$ cat config.mk
export PLATFORM = sky130hd
export DESIGN_NAME = cpu_clk_ctrl
export DESIGN_NICKNAME = d
export VERILOG_FILES = /design/src/rtl/cpu_clk_ctrl_pkg.sv /design/src/rtl/cpu_clk_ctrl_btn_debounce.sv /design/src/rtl/cpu_clk_ctrl.sv
export SDC_FILE = /design/constraint.sdc
export NUM_CORES = 1
export LEC_CHECK = 0
export CELL_PAD_IN_SITES_DETAIL_PLACEMENT = 1
export CELL_PAD_IN_SITES_GLOBAL_PLACEMENT = 2
export CORE_ASPECT_RATIO = 1.1
export CORE_UTILIZATION = 36
export DETAILED_ROUTE_END_ITERATION = 8
export PLACE_DENSITY_LB_ADDON = 0.15
export SLEW_MARGIN = 25
export SYNTH_ARGS = -nofsm -noshare
export SYNTH_HDL_FRONTEND = slang
export SYNTH_SLANG_ARGS = --single-unit
$ cat constraint.sdc
create_clock -name clk -period 3.4 [get_ports clk]
set_input_delay 0.68 -clock clk [delete_from_list [all_inputs] [get_ports clk]]
set_output_delay 0.68 -clock clk [all_outputs]
set_load 0.1 [all_outputs]
$ cat src/rtl/cpu_clk_ctrl_pkg.sv
// Shared encodings for the CPU timebase controller: operating modes, FSM states
// and the divide ratio loaded at reset.
package cpu_clk_ctrl_pkg;

  typedef enum logic [1:0] {
    MODE_HALT = 2'd0,
    MODE_RUN  = 2'd1,
    MODE_STEP = 2'd2,
    MODE_RSVD = 2'd3
  } mode_e;

  typedef enum logic [1:0] {
    ST_HALT      = 2'd0,
    ST_RUN       = 2'd1,
    ST_STEP_WAIT = 2'd2,
    ST_STEP_FIRE = 2'd3
  } state_e;

  localparam int unsigned DIV_DEFAULT = 50_000_000;

endpackage

$ cat src/rtl/cpu_clk_ctrl_btn_debounce.sv
// Step-button conditioning: 2-flop synchroniser, optional debounce filter
// (CLK_CTRL_DEBOUNCE_EN) and a registered rising-edge pulse.
module btn_debounce #(
  parameter int DB_CYCLES = 1_000_000
) (
  input  logic clk,
  input  logic rst_n,
  input  logic btn_i,
  output logic evt_o
);

  logic [1:0] sync_q, sync_d;
  logic       prev_q, prev_d;
  logic       evt_q, evt_d;
  logic       level;

`ifdef CLK_CTRL_DEBOUNCE_EN
  localparam int CNT_W = $clog2(DB_CYCLES + 1);

  logic [CNT_W-1:0] db_cnt_q, db_cnt_d;
  logic             db_lvl_q, db_lvl_d;

  // Level only follows the synchronised input after DB_CYCLES stable cycles.
  always_comb begin
    db_cnt_d = '0;
    db_lvl_d = db_lvl_q;
    if (sync_q[1] != db_lvl_q) begin
      if (db_cnt_q == CNT_W'(DB_CYCLES - 1)) begin
        db_lvl_d = sync_q[1];
      end else begin
        db_cnt_d = db_cnt_q + 1'b1;
      end
    end
  end

  always_ff @(posedge clk or negedge rst_n) begin
    if (!rst_n) begin
      db_cnt_q <= '0;
      db_lvl_q <= 1'b0;
    end else begin
      db_cnt_q <= db_cnt_d;
      db_lvl_q <= db_lvl_d;
    end
  end

  assign level = db_lvl_q;
`else
  logic db_unused;
  assign db_unused = (DB_CYCLES != 0);
  assign level     = sync_q[1];
`endif

  always_comb begin
    sync_d = {sync_q[0], btn_i};
    prev_d = level;
    evt_d  = level & ~prev_q;
  end

  always_ff @(posedge clk or negedge rst_n) begin
    if (!rst_n) begin
      sync_q <= '0;
      prev_q <= 1'b0;
      evt_q  <= 1'b0;
    end else begin
      sync_q <= sync_d;
      prev_q <= prev_d;
      evt_q  <= evt_d;
    end
  end

  assign evt_o = evt_q;

endmodule

$ cat src/rtl/cpu_clk_ctrl.sv
// CPU timebase controller: HALT/RUN/STEP FSM producing single-cycle clock enables,
// reloadable prescaler and pulse counter. Optional debounce via CLK_CTRL_DEBOUNCE_EN.
module cpu_clk_ctrl #(
  parameter int               DIV_W       = 32,
  parameter logic [DIV_W-1:0] DIV_DEFAULT = cpu_clk_ctrl_pkg::DIV_DEFAULT,
  parameter int               DB_CYCLES   = 1_000_000
) (
  input  logic             clk,
  input  logic             rst_n,
  input  logic [1:0]       mode_i,
  input  logic [DIV_W-1:0] div_i,
  input  logic             div_load_i,
  output logic             div_ack_o,
  input  logic             step_btn_i,
  output logic             cpu_ce_o,
  output logic [31:0]      tick_cnt_o,
  output logic [1:0]       state_o
);
  import cpu_clk_ctrl_pkg::*;

  // Handshake: div_load_i is a level request sampled every cycle; each sampled
  // cycle loads div_i and produces one div_ack_o pulse in the following cycle.

  state_e           state_q, state_d;
  logic [DIV_W-1:0] div_q, div_d;
  logic [DIV_W-1:0] cnt_q, cnt_d;
  logic             ce_q, ce_d;
  logic             ack_q, ack_d;
  logic [31:0]      tick_q, tick_d;
  logic             step_evt;
  logic             run_active;
  mode_e            mode;

  btn_debounce #(.DB_CYCLES(DB_CYCLES)) u_btn (
    .clk   (clk),
    .rst_n (rst_n),
    .btn_i (step_btn_i),
    .evt_o (step_evt)
  );

  assign mode = mode_e'(mode_i);

  always_comb begin
    state_d = state_q;
    case (mode)
      MODE_RUN:  state_d = ST_RUN;
      MODE_STEP: begin
        if (state_q == ST_STEP_WAIT) begin
          state_d = step_evt ? ST_STEP_FIRE : ST_STEP_WAIT;
        end else begin
          state_d = ST_STEP_WAIT;
        end
      end
      default:   state_d = ST_HALT;
    endcase
  end

  // Prescaler only advances while staying in RUN; any other cycle clears it.
  always_comb begin
    run_active = (state_q == ST_RUN) && (mode == MODE_RUN);
    div_d      = div_q;
    cnt_d      = '0;
    ack_d      = 1'b0;
    ce_d       = (state_d == ST_STEP_FIRE);
    if (div_load_i) begin
      div_d = div_i;
      ack_d = 1'b1;
    end else if (run_active && (cnt_q == div_q)) begin
      ce_d = 1'b1;
    end else if (run_active) begin
      cnt_d = cnt_q + 1'b1;
    end
    tick_d = tick_q + {31'b0, ce_d};
  end

  always_ff @(posedge clk or negedge rst_n) begin
    if (!rst_n) begin
      state_q <= ST_HALT;
      div_q   <= DIV_DEFAULT;
      cnt_q   <= '0;
      ce_q    <= 1'b0;
      ack_q   <= 1'b0;
      tick_q  <= '0;
    end else begin
      state_q <= state_d;
      div_q   <= div_d;
      cnt_q   <= cnt_d;
      ce_q    <= ce_d;
      ack_q   <= ack_d;
      tick_q  <= tick_d;
    end
  end

  assign cpu_ce_o   = ce_q;
  assign div_ack_o  = ack_q;
  assign tick_cnt_o = tick_q;
  assign state_o    = state_q;

endmodule

==> impl_results.md <==
- H-tree Lvls: 3
- Die footprint: 13760 µm²
- Pre-CTS WS: -0.2226 ns
- Syn Inst Count: 411
- Total power draw: 0.002820 W
- Die height: 122.9 µm
- Largest stage delay, worst path: 0.49 ns
- Maximum vdd drop: 0.0001977 V
- Worst path slowest cell: clkdlybuf4s50_1
- Share of layout cells above drive strength 1: 23.51%
- CTS tree: yes
- Clk sinks: 104
- RR Endpoint: tick_cnt_o[30]
- Synth Area in Adders: 1.568%
- Post-synth cell types: 32
- Crit-path cells: clkdlybuf4s50_1 -> ha_1 -> nand3b_1 -> nor4_2 -> nand3_1 -> o21ai_1 -> ha_1 -> ha_1 -> nand2_1 -> nor4_1 -> buf_4 -> and3_1 -> nand4_1 -> xnor2_1
- Clk slew on worst S/H paths: 0.07 ns
- Final setup fails: 0
- Slew Limit Headroom: 35.10%
- Fin nets: 541
- Clk_lat worst skew: 0.35 ns
- Port Buf Inserts: 73
- R2R depth: 14
- Status: finished, violations left
- Proportion of synthesized area in mux cells: 7.527%
- Hold_buf cts: 0
- TritonCTS buffer count: 9
- Filler Cell Count: 1396
- Ys async rst share: 100.0%
- Most common cell after layout, fill and taps aside: dfrtp_1
- Synth warn: 0
- Leak: 2.530 nW
- Final setup margin: 0.2333 ns
- Clk_skew: 0.006909 ns
- Vias per cell: 4.959
- Hold Path Class: input port to async pin
- First-pass GRT wire length: 18710 µm
- Fin. max-slew vios: 0
- Crit-path max FO: 3
- Dominant cells by area after synthesis: dfrtp_1 (48%), xnor2_1 (12%), mux2_2 (7.5%)
- Setup crit start kind: input port
- Critical path class: input port to flip-flop
- Slew @ Worst Pin: 0.9705 ns
- # diodes: 0
- Final min period: 3.167 ns
- Initial antenna violation count: 0
- Largest family of logic cells by synthesized area: simple AND/OR/NAND/NOR gates
- Yosys top cell area share: 48.09%
- Final WL: 10850 µm
- Worst r2r src: cnt_q[27]
- Area grow syn2layout: 25.61%
- Most frequent CP cell: ha_1
- Post-Syn Area: 4787 µm²
- Placed Cells: 643
- WP buf/inv: 2
- R2R setup slack: 0.32 ns
- Seq/Total Area, Yosys: 54.68%
- Number of global-route vias before repair: 3620
- Num rows: 43
- Fin cells: 659
- RePlAce Congestion: 0.7448
- Io pins: 74
- CP Data Arrival Time: 3.40 ns
- Post-synthesis compound-gate area fraction: 0.4705%
- Commonest cells after routing, fill and taps aside: dfrtp_1 (92), xnor2_1 (66), nor2_1 (50), buf_4 (46), clkdlybuf4s50_1 (38)
- Worst Path Required: 3.64 ns
- HPWL Detailed: 7946 µm
- WL/cell: 16.46 µm
- Die X: 112.0 µm
- DRC Markers: 2
- Largest net degree at the start of global routing: 60
- Pre-antenna DRT Iters: 6
- Clock buffer depth: 2
- FF+latch count, synth: 104
- Via Count: 3268
- MaxCap Viol Count: 0
- DRT iter0 DRCs: 63
- Post-synth EDFFs: 0
- XOR/XNOR Fraction of Synth Area: 16.83%
- Syn avg cell area: 11.65 µm²
- Final Hold Fails: 0
- Max Fclk: 315.8 MHz
- GRT overflow: 0
- Violated checks: design-rule violations
- CP endpoint kind: flip-flop
- Syn nets: 455
- Tot GR Track Use: 17.74%
- Post-synth top flop: dfrtp_1
- Top delay family on crit path: simple AND/OR/NAND/NOR gates
- Power Dens Cells: 469.0 nW/µm²
- Sum Neg Setup Slack: 0 ns
- Initial Utilization: 37.39%
- Root Driver: clkbuf_16
- Post-route ant nets: 0
- Fin crit share: 93.14%
- Synth area leader: dfrtp_1
- Core area: 12800 µm²
- Simple-Gate Fraction of Synth Area: 17.56%
-- per-layer routing --
layer,global-route usage (%),routed length [µm],vias to the layer above
li1,-,-,1559
met3,3.480,413,12
met2,31.21,5593,50
met1,21.38,4666,1647
met5,0,0,-
met4,7.500,174,0
-- area by class of cell --
type | count | area [µm²] | share of cell area, %
Sequential cell | 104 | 2618 | 43.53
Multi-Input combinational cell | 291 | 2111 | 35.10
Timing Repair Buffer | 85 | 745.7 | 12.40
Clock buffer | 9 | 225.2 | 3.745
Tap cell | 157 | 196.4 | 3.267
Clock inverter | 7 | 95.09 | 1.581
Inverter | 6 | 22.52 | 0.3745
-- where the power goes --
group          internal (W)  switching (W)  leakage [nW]
logic              0.000132       0.000228          1.03
registers           0.00131      0.0000482          1.35
clock network      0.000646       0.000457         0.156
-- cells by family after synthesis --
| group | after synthesis |
|---|---|
| buf+inv | 16 |
| xor+xnor | 92 |
| mux | 32 |
| flops | 104 |
| simple gates | 158 |
| compound gates | 3 |
| fa+ha+maj | 6 |
-- cell usage after synthesis (3+ instances only) --
cell type	instances
dfrtp_1	92
xnor2_1	66
nor2_1	50
mux2_2	32
xor2_1	26
nand3_1	25
nand2_1	24
nand4_1	20
dfstp_2	12
and3_1	10
clkbuf_1	8
ha_1	6
inv_1	6
and4_1	5
nor4_2	5
nor3_1	4
and2_1	3
nor4_1	3
-- per-stage QoR --
step,cell area [µm²],hold slack (ns),utilization (%)
2_1_floorplan,4787,0.3312,-
4_1_cts,6007,0.3571,46.91
6_report,6013,0.3436,46.96
3_5_place_dp,5687,0.3410,44.41
5_1_grt,6013,0.3725,46.96
3_3_place_gp,5687,0.3433,44.41
-- worst max-delay path by stage --
| stage | slack (ns) | endpoint | start | cells after the start |
|---|---|---|---|---|
| 2_1_floorplan | 0.11 | tick_cnt_o[30] | state_o[0] | 11 |
| 3_3_place_gp | -0.13 | tick_cnt_o[30] | mode_i[0] | 14 |
| 3_5_place_dp | -0.22 | tick_cnt_o[30] | mode_i[0] | 14 |
| 4_1_cts | 0.16 | tick_cnt_o[30] | mode_i[0] | 14 |
| 5_1_grt | -0.04 | tick_cnt_o[22] | mode_i[0] | 14 |
| 6_report | 0.23 | tick_cnt_o[30] | mode_i[0] | 14 |
-- timing repair --
action,CTS,global route
setup buffers,0,0
endpoints found under the setup margin,0,5
gates resized for setup,0,2
-- flip-flops by register name (all words and copies together) (netlist names) --
signal / cells
cnt_q: 32
cpu_ce_o: 1
div_ack_o: 1
div_q: 32
state_o: 2
tick_cnt_o: 32
u_btn.evt_o: 1
u_btn.prev_q: 1
u_btn.sync_q: 2
-- worst reg2reg max path: stages (launching register included) --
cell and delay (ns):
dfrtp_1 0.41, xnor2_1 0.27, nand4_1 0.15, nor4_1 0.39, buf_4 0.19, nand3_1 0.08
o21ai_1 0.19, ha_1 0.20, ha_1 0.17, nand2_1 0.09, nor4_1 0.18, buf_4 0.17
and3_1 0.21, nand4_1 0.12, xnor2_1 0.14
(Power assumes the default switching activity.)
